===== config.mk =====
export PLATFORM = sky130hd
export DESIGN_NAME = serial_subtractor_flat
export DESIGN_NICKNAME = d
export VERILOG_FILES = /design/src/rtl/arith_pkg.sv /design/src/rtl/serial_subtractor_if.sv /design/src/rtl/serial_subtractor_full_subtractor.sv /design/src/rtl/serial_subtractor.sv /design/src/flat_wrapper.sv
export SDC_FILE = /design/constraint.sdc
export NUM_CORES = 1
export LEC_CHECK = 0
export BUFFER_PORTS_ARGS = -buffer_cell sky130_fd_sc_hd__buf_2
export CORE_MARGIN = 3
export CORE_UTILIZATION = 53
export DETAILED_ROUTE_END_ITERATION = 6
export HOLD_SLACK_MARGIN = 0.12
export PLACE_DENSITY = 0.82
export SETUP_SLACK_MARGIN = 0.3
export SLEW_MARGIN = 20
export SYNTH_ARGS = -nofsm -noshare
export SYNTH_HDL_FRONTEND = slang
export SYNTH_SLANG_ARGS = --single-unit

===== constraint.sdc =====
create_clock -name clk -period 1.29 [get_ports clk]
set_input_delay 0.129 -clock clk [delete_from_list [all_inputs] [get_ports clk]]
set_output_delay 0.129 -clock clk [all_outputs]
set_load 0.02 [all_outputs]

===== src/rtl/arith_pkg.sv =====
// arith_pkg: state encoding shared by the serial arithmetic blocks.
package arith_pkg;
   typedef enum logic [1:0] {IDLE = 2'b00, SHIFT = 2'b01, DONE = 2'b10} state_e;
endpackage


===== src/rtl/serial_subtractor_if.sv =====
// serial_subtractor_if: start/done handshake and operand/result bus of the serial subtractor.
interface serial_subtractor_if #(parameter int WIDTH = 8);
   logic             start;
   logic [WIDTH-1:0] a;
   logic [WIDTH-1:0] b;
   logic             bin;
   logic             busy;
   logic             done;
   logic [WIDTH-1:0] diff;
   logic             bout;
   modport slave (input start, a, b, bin, output busy, done, diff, bout);
   modport master (output start, a, b, bin, input busy, done, diff, bout);
endinterface


===== src/rtl/serial_subtractor_full_subtractor.sv =====
// full_subtractor: one-bit combinational x - y - bi with borrow-out.
module full_subtractor (
   input  logic x,
   input  logic y,
   input  logic bi,
   output logic d,
   output logic bo
);
   assign d  = x ^ y ^ bi;
   assign bo = (~x & y) | (~(x ^ y) & bi);
endmodule


===== src/rtl/serial_subtractor.sv =====
// serial_subtractor: bit-serial a - b - bin, LSB first, one full-subtractor cell
// with a registered borrow; result held until the next accepted start.
module serial_subtractor
   import arith_pkg::*;
#(
   parameter int WIDTH = 8
) (
   input logic           clk,
   input logic           rst_n,
   serial_subtractor_if.slave io
);
   localparam int CW = $clog2(WIDTH + 1);
   state_e           state_q, state_d;
   logic [WIDTH-1:0] ra_q, ra_d, rb_q, rb_d, diff_q, diff_d;
   logic [CW-1:0]    cnt_q, cnt_d;
   logic             br_q, br_d, bout_q, bout_d;
   logic             d, nb;
   full_subtractor u_fs (.x(ra_q[0]), .y(rb_q[0]), .bi(br_q), .d(d), .bo(nb));
   always_ff @(posedge clk or negedge rst_n)
      if (!rst_n) begin
         state_q <= IDLE;
         ra_q    <= '0;
         rb_q    <= '0;
         br_q    <= 1'b0;
         cnt_q   <= '0;
         diff_q  <= '0;
         bout_q  <= 1'b0;
      end else begin
         state_q <= state_d;
         ra_q    <= ra_d;
         rb_q    <= rb_d;
         br_q    <= br_d;
         cnt_q   <= cnt_d;
         diff_q  <= diff_d;
         bout_q  <= bout_d;
      end
   always_comb begin
      state_d = state_q;
      ra_d    = ra_q;
      rb_d    = rb_q;
      br_d    = br_q;
      cnt_d   = cnt_q;
      diff_d  = diff_q;
      bout_d  = bout_q;
      case (state_q)
         IDLE: if (io.start) begin
            ra_d    = io.a;
            rb_d    = io.b;
            br_d    = io.bin;
            cnt_d   = '0;
            diff_d  = '0;
            state_d = SHIFT;
         end
         SHIFT: begin
            diff_d = {d, diff_q[WIDTH-1:1]};
            ra_d   = ra_q >> 1;
            rb_d   = rb_q >> 1;
            br_d   = nb;
            cnt_d  = cnt_q + CW'(1);
            if (cnt_q == CW'(WIDTH - 1)) begin
               state_d = DONE;
               bout_d  = nb;
            end
         end
         default: state_d = IDLE;
      endcase
   end
   // done is decoded straight from the state register, so it is glitch-free
   assign io.busy = state_q != IDLE;
   assign io.done = state_q == DONE;
   assign io.diff = diff_q;
   assign io.bout = bout_q;
endmodule


===== src/flat_wrapper.sv =====
// flat-port wrapper written by rule: the top's interface ports become plain ports
module serial_subtractor_flat import arith_pkg::*;
#(
   parameter int WIDTH = 8
)
  (clk, rst_n, io_start, io_a, io_b, io_bin, io_busy, io_done, io_diff, io_bout);
  serial_subtractor_if #(.WIDTH(WIDTH)) io_i ();
  input logic clk;
  input logic rst_n;
  input wire logic [$bits(io_i.start)-1:0] io_start;
  input wire logic [$bits(io_i.a)-1:0] io_a;
  input wire logic [$bits(io_i.b)-1:0] io_b;
  input wire logic [$bits(io_i.bin)-1:0] io_bin;
  output wire logic [$bits(io_i.busy)-1:0] io_busy;
  output wire logic [$bits(io_i.done)-1:0] io_done;
  output wire logic [$bits(io_i.diff)-1:0] io_diff;
  output wire logic [$bits(io_i.bout)-1:0] io_bout;
  assign io_i.start = io_start;
  assign io_i.a = io_a;
  assign io_i.b = io_b;
  assign io_i.bin = io_bin;
  assign io_busy = io_i.busy;
  assign io_done = io_i.done;
  assign io_diff = io_i.diff;
  assign io_bout = io_i.bout;
  serial_subtractor #(.WIDTH(WIDTH)) u_core (.clk(clk), .rst_n(rst_n), .io(io_i));
endmodule

==> results of run 1 <==
## critical path, delay by kind of cell (launching register included)
kind | cells | cell delay, ns
AO/OA/AOI/OAI | 2 | 0.38
buffers and inverters | 3 | 0.45
flip-flops | 1 | 0.44
## registers in the layout, indices dropped and copies added, names as in the netlist
register	flops
u_core.br_q	1
u_core.cnt_q	4
u_core.io.bout	1
u_core.io.diff	8
u_core.ra_q	8
u_core.rb_q	8
u_core.state_q	2
## what timing repair did
item	4_1_cts	5_1_grt
pin swaps	4	1
hold endpoints to repair	46	0
cloned	1	1
endpoints found under the setup margin	43	43
hold buffers	15	0
buffers inserted	18	9
resized for setup	39	4
## layer usage
layer  GRT usage, %  wire [um]
met4           7.12        313
met5              0          0
met2           47.6       2580
met1           32.3       1840
met3           8.33        329
## final timing paths
kind	cells past startpoint	to	from
max	5	u_core.io.diff[0]$_DFFE_PN0P_	u_core.state_q[1]$_DFFE_PN0P_
max reg2reg	5	u_core.io.diff[0]$_DFFE_PN0P_	u_core.state_q[1]$_DFFE_PN0P_
min in group asynchronous	3	u_core.io.diff[0]$_DFFE_PN0P_	rst_n
min	4	u_core.ra_q[0]$_DFFE_PN0P_	io_a[0]
max in group asynchronous	3	u_core.state_q[0]$_DFFE_PN0P_	rst_n
min reg2reg	2	u_core.ra_q[6]$_DFFE_PN0P_	u_core.ra_q[6]$_DFFE_PN0P_
## synth_stat cells (all sizes together)
| library cell | n | share of area (%) |
|---|---|---|
| nand3 | 1 | 0.34 |
| and2b | 1 | 0.51 |
| a21oi | 5 | 2.0 |
| nor3 | 1 | 0.68 |
| nand2b | 1 | 0.42 |
| a22o | 10 | 5.9 |
| and3b | 3 | 1.8 |
| a32o | 2 | 1.4 |
| mux2 | 1 | 0.76 |
| nor2 | 3 | 0.76 |
| nor2b | 3 | 1.8 |
| buf | 9 | 5.3 |
| nand2 | 16 | 4.1 |
| dfrtp | 32 | 54 |
| fa | 1 | 1.4 |
| a41oi | 1 | 0.59 |
| ha | 1 | 0.85 |
| inv | 5 | 1.3 |
| o21ai | 14 | 6.8 |
| a22oi | 11 | 5.9 |
| a31oi | 1 | 0.42 |
| o22ai | 2 | 0.85 |
| mux2i | 1 | 0.68 |
| o21bai | 1 | 1.3 |
## final cells by class
type,instances,area [sq um],area share [%]
timing repair buffer,82,736,32.0
clock buffer,8,58.8,2.56
sequential,32,803,34.9
antenna,1,2.50,0.109
multi-input combinational,80,643,28.0
tap,30,37.5,1.63
inverter,5,18.8,0.816
## cell usage in the layout (no fill, tap or decap), drive strengths merged
master       instances
a32o                 2
o21ai               14
a41oi                1
o22ai                2
dlygate4sd3         15
a31oi                1
a22o                10
dfrtp               32
and3b                3
nand2               16
mux2                 1
ha                   1
nor3                 1
mux2i                1
diode                1
a22oi               11
fa                   1
nand3                1
and2b                1
a21oi                5
nor2b                3
buf                 66
o21bai               1
clkbuf               9
nand2b               1
nor2                 3
inv                  5
## per-stage QoR
stage / worst slack, ns / area (sq um)
after floorplan: 0.137 / 1530
after detailed placement: 0.0213 / 1700
after global placement: 0.0863 / 1700
final: -0.0906 / 2300
after CTS: -0.0210 / 2170
after global routing: -0.119 / 2300
## cell families after synthesis
kind of cell,count (synthesis)
buffers and inverters,14
flip-flops,32
AO/OA/AOI/OAI,47
AND/OR/NAND/NOR,29
adder cells (fa/ha/maj),2
multiplexers,2
## where the power goes
group | total, mW | internal, mW | switching [mW] | leakage (nW)
Sequential | 1.70 | 1.38 | 0.329 | 0.410
Clock | 0.605 | 0.269 | 0.336 | 0.0326
Combinational | 2.66 | 1.44 | 1.22 | 0.640
==> impl_metrics.env, run 1 <==
export IMPL_dp_cells=185
export IMPL_grt_usage_pct=27.2
export IMPL_synth_cell_types=31
export IMPL_syn2layout_area_growth_pct=55.9
export IMPL_die_area_sq_mm=0.00345
export IMPL_root_buffer="clkbuf_4"
export IMPL_cts_buffers=5
export IMPL_ys_ff_latch=32
export IMPL_worstHoldPathType="in2reg"
export IMPL_worstPathMaxFanout=9
export IMPL_synth_xor_area_share_pct=0
export IMPL_synth_top_family_by_area="compound AO/OA/AOI/OAI gates"
export IMPL_htreeDepth=2
export IMPL_ir_drop_uv=2000
export IMPL_hpwl_mm=2.06
export IMPL_grt_pass1_wl_mm=6.77
export IMPL_initial_core_util_pct=57.5
export IMPL_synth_compound_area_share_pct=25.1
export IMPL_synthMuxAreaShare_pct=1.44
export IMPL_synthesis_nets=148
export IMPL_drt_iter0_drc=94
export IMPL_grt_overflow=0
export IMPL_yosys_warnings=0
export IMPL_fin_util_pct=89.6
export IMPL_grt_max_degree=33
export IMPL_total_power_mw=4.97
export IMPL_cp_slowest_stage_delay_ns=0.44
export IMPL_yosys_area_share_simple_pct=10.3
export IMPL_vias_per_cell=6.08
export IMPL_drtAntennaViolNets=0
export IMPL_syn_inst=126
export IMPL_layout_setup_ws_ns=-0.0906
export IMPL_portBuffers=30
export IMPL_maxCapViolCount=0
export IMPL_tritoncts="built"
export IMPL_synthAdderAreaFrac_pct=2.21
export IMPL_hold_viol_final=0
export IMPL_crit_chain="buf_6 > o21bai_4 > buf_12 > clkbuf_16 > a22o_1"
export IMPL_slew_headroom_pct=73.0
export IMPL_cp_slowest_cell="dfrtp_2"
export IMPL_fin_setup_tns_ns=-0.642
export IMPL_drc=0
export IMPL_drive_gt1_share_pct=52.7
export IMPL_dr_pass1_iters=4
export IMPL_cts_path_max_buffers=2
export IMPL_vias=1448
export IMPL_grt_pass1_vias=1394
export IMPL_fin_worst_hold_slack_ns=0.198
export IMPL_gp_congestion=0.764
export IMPL_setup_viol=19
export IMPL_clk_pin_slew_ns=0.10
export IMPL_crit_arrival_ns=1.61
export IMPL_status="finished with violations"
export IMPL_final_cells=238
export IMPL_rows=18
export IMPL_path_class="reg2reg"
export IMPL_rsz0062_at_grt="yes"
export IMPL_antenna_found_initial=1
export IMPL_violations="negative setup slack"
export IMPL_ys_seq_area_share_pct=54.3
export IMPL_leakagePower_nw=1.08
export IMPL_cellPowerDensity_mw_per_mm2=2160
export IMPL_fin_crit_sh_pct=107
export IMPL_fin_skew_ns=0.00748
export IMPL_finalWirelength_mm=5.06
export IMPL_worst_pin_slew_ns=0.405
export IMPL_syn_area_sq_mm=0.00148
export IMPL_cts_num_sinks=32
export IMPL_min_period_ns=1.38
export IMPL_crit_required_ns=1.52
export IMPL_avgSynthCellArea_sq_um=11.7
export IMPL_core_area_sq_mm=0.00257
export IMPL_die_w_um=58.8
export IMPL_reg2reg_slack_ns=-0.09
export IMPL_critPathLaunchType="flop"
export IMPL_fin_nets=228
export IMPL_n_fill_cell=110
export IMPL_wl_per_cell_um=21.3
export IMPL_clock_latency_ns=0.34
export IMPL_worstSetupEndpointType="flop"
export IMPL_fmax_mhz=724
export IMPL_pin_count=31
export IMPL_die_h_um=58.8
export IMPL_drv_slew=0
Power figures use the tool's default switching activity.
==> inputs of run 2 (changes only) <==
==> constraint.sdc (replaced) <==
create_clock -name clk -period 1.4 [get_ports clk]
set_input_delay 0.14 -clock clk [delete_from_list [all_inputs] [get_ports clk]]
set_output_delay 0.14 -clock clk [all_outputs]
set_load 0.02 [all_outputs]
==> run 2 against run 1 <==
  * The flow still finishes with violations (negative setup slack)
  * Sequential power shrank 6%
  * Final cell count fell by 4.2%
  * Critical path type unchanged
  * First-iteration DRC count shrank 26%
==> impl_metrics.env, run 2 (synthesis results as in run 1) <==
export IMPL_dp_cells=183
export IMPL_violations="negative setup slack"
export IMPL_root_buffer="clkbuf_4"
export IMPL_hold_viol_final=0
export IMPL_grt_pass1_wl_mm=6.67
export IMPL_cts_path_max_buffers=2
export IMPL_rows=18
export IMPL_min_period_ns=1.41
export IMPL_tritoncts="built"
export IMPL_finalWirelength_mm=5.06
export IMPL_crit_top_cell="buf_12"
export IMPL_syn2layout_area_growth_pct=57.7
export IMPL_grt_pass1_vias=1356
export IMPL_n_fill_cell=92
export IMPL_final_cells=228
export IMPL_die_h_um=58.8
export IMPL_rsz0062_at_grt="yes"
export IMPL_grt_max_degree=33
export IMPL_layout_setup_ws_ns=-0.00541
export IMPL_cp_slowest_stage_delay_ns=0.47
export IMPL_fmax_mhz=712
export IMPL_leakagePower_nw=1.16
export IMPL_fin_nets=219
export IMPL_fin_area_sq_mm=0.00233
export IMPL_multi_input_area_sq_um=774
export IMPL_ir_drop_uv=1650
export IMPL_drtAntennaViolNets=0
export IMPL_crit_family="flip-flops"
export IMPL_critPathLaunchType="flop"
export IMPL_drc=0
export IMPL_grt_usage_pct=26.7
export IMPL_ff_latch_area_sq_um=805
export IMPL_antenna_found_initial=0
export IMPL_worstPathMaxFanout=8
export IMPL_crit_arrival_ns=1.64
export IMPL_clk_pin_slew_ns=0.13
export IMPL_pin_count=31
export IMPL_cts_num_sinks=32
export IMPL_gp_congestion=0.748
export IMPL_die_area_sq_mm=0.00345
export IMPL_total_power_mw=4.58
export IMPL_critical_path_buf_inv_count=3
export IMPL_worstSetupEndpointType="flop"
export IMPL_drive_gt1_share_pct=59.1
export IMPL_htreeDepth=2
export IMPL_slew_headroom_pct=51.6
export IMPL_layout_common_cells="dfrtp_1 (29), buf_2 (28), dlygate4sd3_1 (15)"
export IMPL_dr_pass1_iters=4
export IMPL_diodes=0
export IMPL_hpwl_mm=2.04
export IMPL_vias=1417
export IMPL_fin_crit_sh_pct=100
export IMPL_vias_per_cell=6.21
export IMPL_die_w_um=58.8
export IMPL_post_place_ws_ns=0.129
export IMPL_worstHoldPathType="in2reg"
export IMPL_setup_viol=1
export IMPL_drv_slew=0
export IMPL_maxCapViolCount=0
export IMPL_crit_chain="buf_6 > o21bai_4 > buf_12 > buf_12 > a32o_1"
export IMPL_portBuffers=30
export IMPL_cts_buffers=5
export IMPL_core_area_sq_mm=0.00257
export IMPL_post_dp_cell_area_sq_mm=0.00165
export IMPL_fin_skew_ns=0.0263
export IMPL_path_class="reg2reg"
export IMPL_drt_iter0_drc=70
export IMPL_grt_overflow=0
export IMPL_worst_pin_slew_ns=0.727
export IMPL_initial_core_util_pct=57.5
export IMPL_clock_latency_ns=0.36
export IMPL_cp_slowest_cell="dfrtp_2"
export IMPL_mostFrequentLayoutCell="dfrtp_1"
export IMPL_wl_per_cell_um=22.2
export IMPL_status="finished with violations"
export IMPL_cellPowerDensity_mw_per_mm2=1970
export IMPL_crit_required_ns=1.63
==> run 2: cell count changes in the layout (fill, tap and decap cells not counted), moves of 6 or more <==
cell,change
a22oi_1,-9
a22oi_2,+9
buf_2,+9
buf_4,-12
buf_6,-10
nand2_2,-6
nand2_4,+8
==> run 2: area by class of cell <==
type                       instances  share of cell area (%)
inverter                           5                   0.807
clock inverter                     1                   0.323
tap                               30                    1.61
clock buffer                       7                    2.37
multi-input combinational         82                    33.3
timing repair buffer              71                    27.0
sequential                        32                    34.6
==> run 2: per-stage QoR <==
stage | utilization (%) | TNS [ns] | hold slack [ns]
2_1_floorplan | - | 0 | -0.156
3_3_place_gp | 64.4 | 0 | 0.223
3_5_place_dp | 64.4 | 0 | 0.225
4_1_cts | 83.8 | 0 | 0.183
5_1_grt | 90.6 | -0.0117 | 0.174
6_report | 90.6 | -0.00541 | 0.158
==> run 2: worst paths after layout <==
check | from | endpoint | slack [ns] | depth (start not counted)
worst max-delay path | u_core.state_q[1]$_DFFE_PN0P_ | u_core.rb_q[7]$_DFFE_PN0P_ | -0.005 | 5
worst min-delay path | io_a[4] | u_core.ra_q[4]$_DFFE_PN0P_ | 0.16 | 4
worst max register to register | u_core.state_q[1]$_DFFE_PN0P_ | u_core.rb_q[7]$_DFFE_PN0P_ | -0.005 | 5
worst min register to register | u_core.rb_q[4]$_DFFE_PN0P_ | u_core.rb_q[4]$_DFFE_PN0P_ | 0.52 | 2
max in group asynchronous | rst_n | u_core.state_q[0]$_DFFE_PN0P_ | 0.51 | 2
min in group asynchronous | rst_n | u_core.ra_q[0]$_DFFE_PN0P_ | 0.36 | 2
==> run 2: worst min-delay path, stage by stage <==
cell and delay, ns:
buf_2 0.08, and3b_1 0.14, a21oi_1 0.05, o21ai_2 0.09
==> run 2: metal layers <==
layer  global-route usage, %  routed length, um  vias up
li1                        -                  -      599
met1                    30.9               1980      725
met2                    48.1               2560       74
met3                    7.24                347       19
met4                    7.77                172        0
met5                       0                  0        -
==> run 2: power breakdown <==
part	internal [mW]	total, mW	leakage (nW)	switching [mW]
logic	1.21	2.38	0.717	1.18
clock network	0.246	0.597	0.0315	0.351
registers	1.27	1.60	0.409	0.330
==> run 2: repair_timing <==
item                                    CTS  global route
pin swaps                                 9            19
gates resized for setup                  33            37
endpoints found under the hold margin    46             0
hold buffers                             15             0
gates cloned                              4             0
endpoints found under the setup margin   31            36
buffers inserted                         13             5
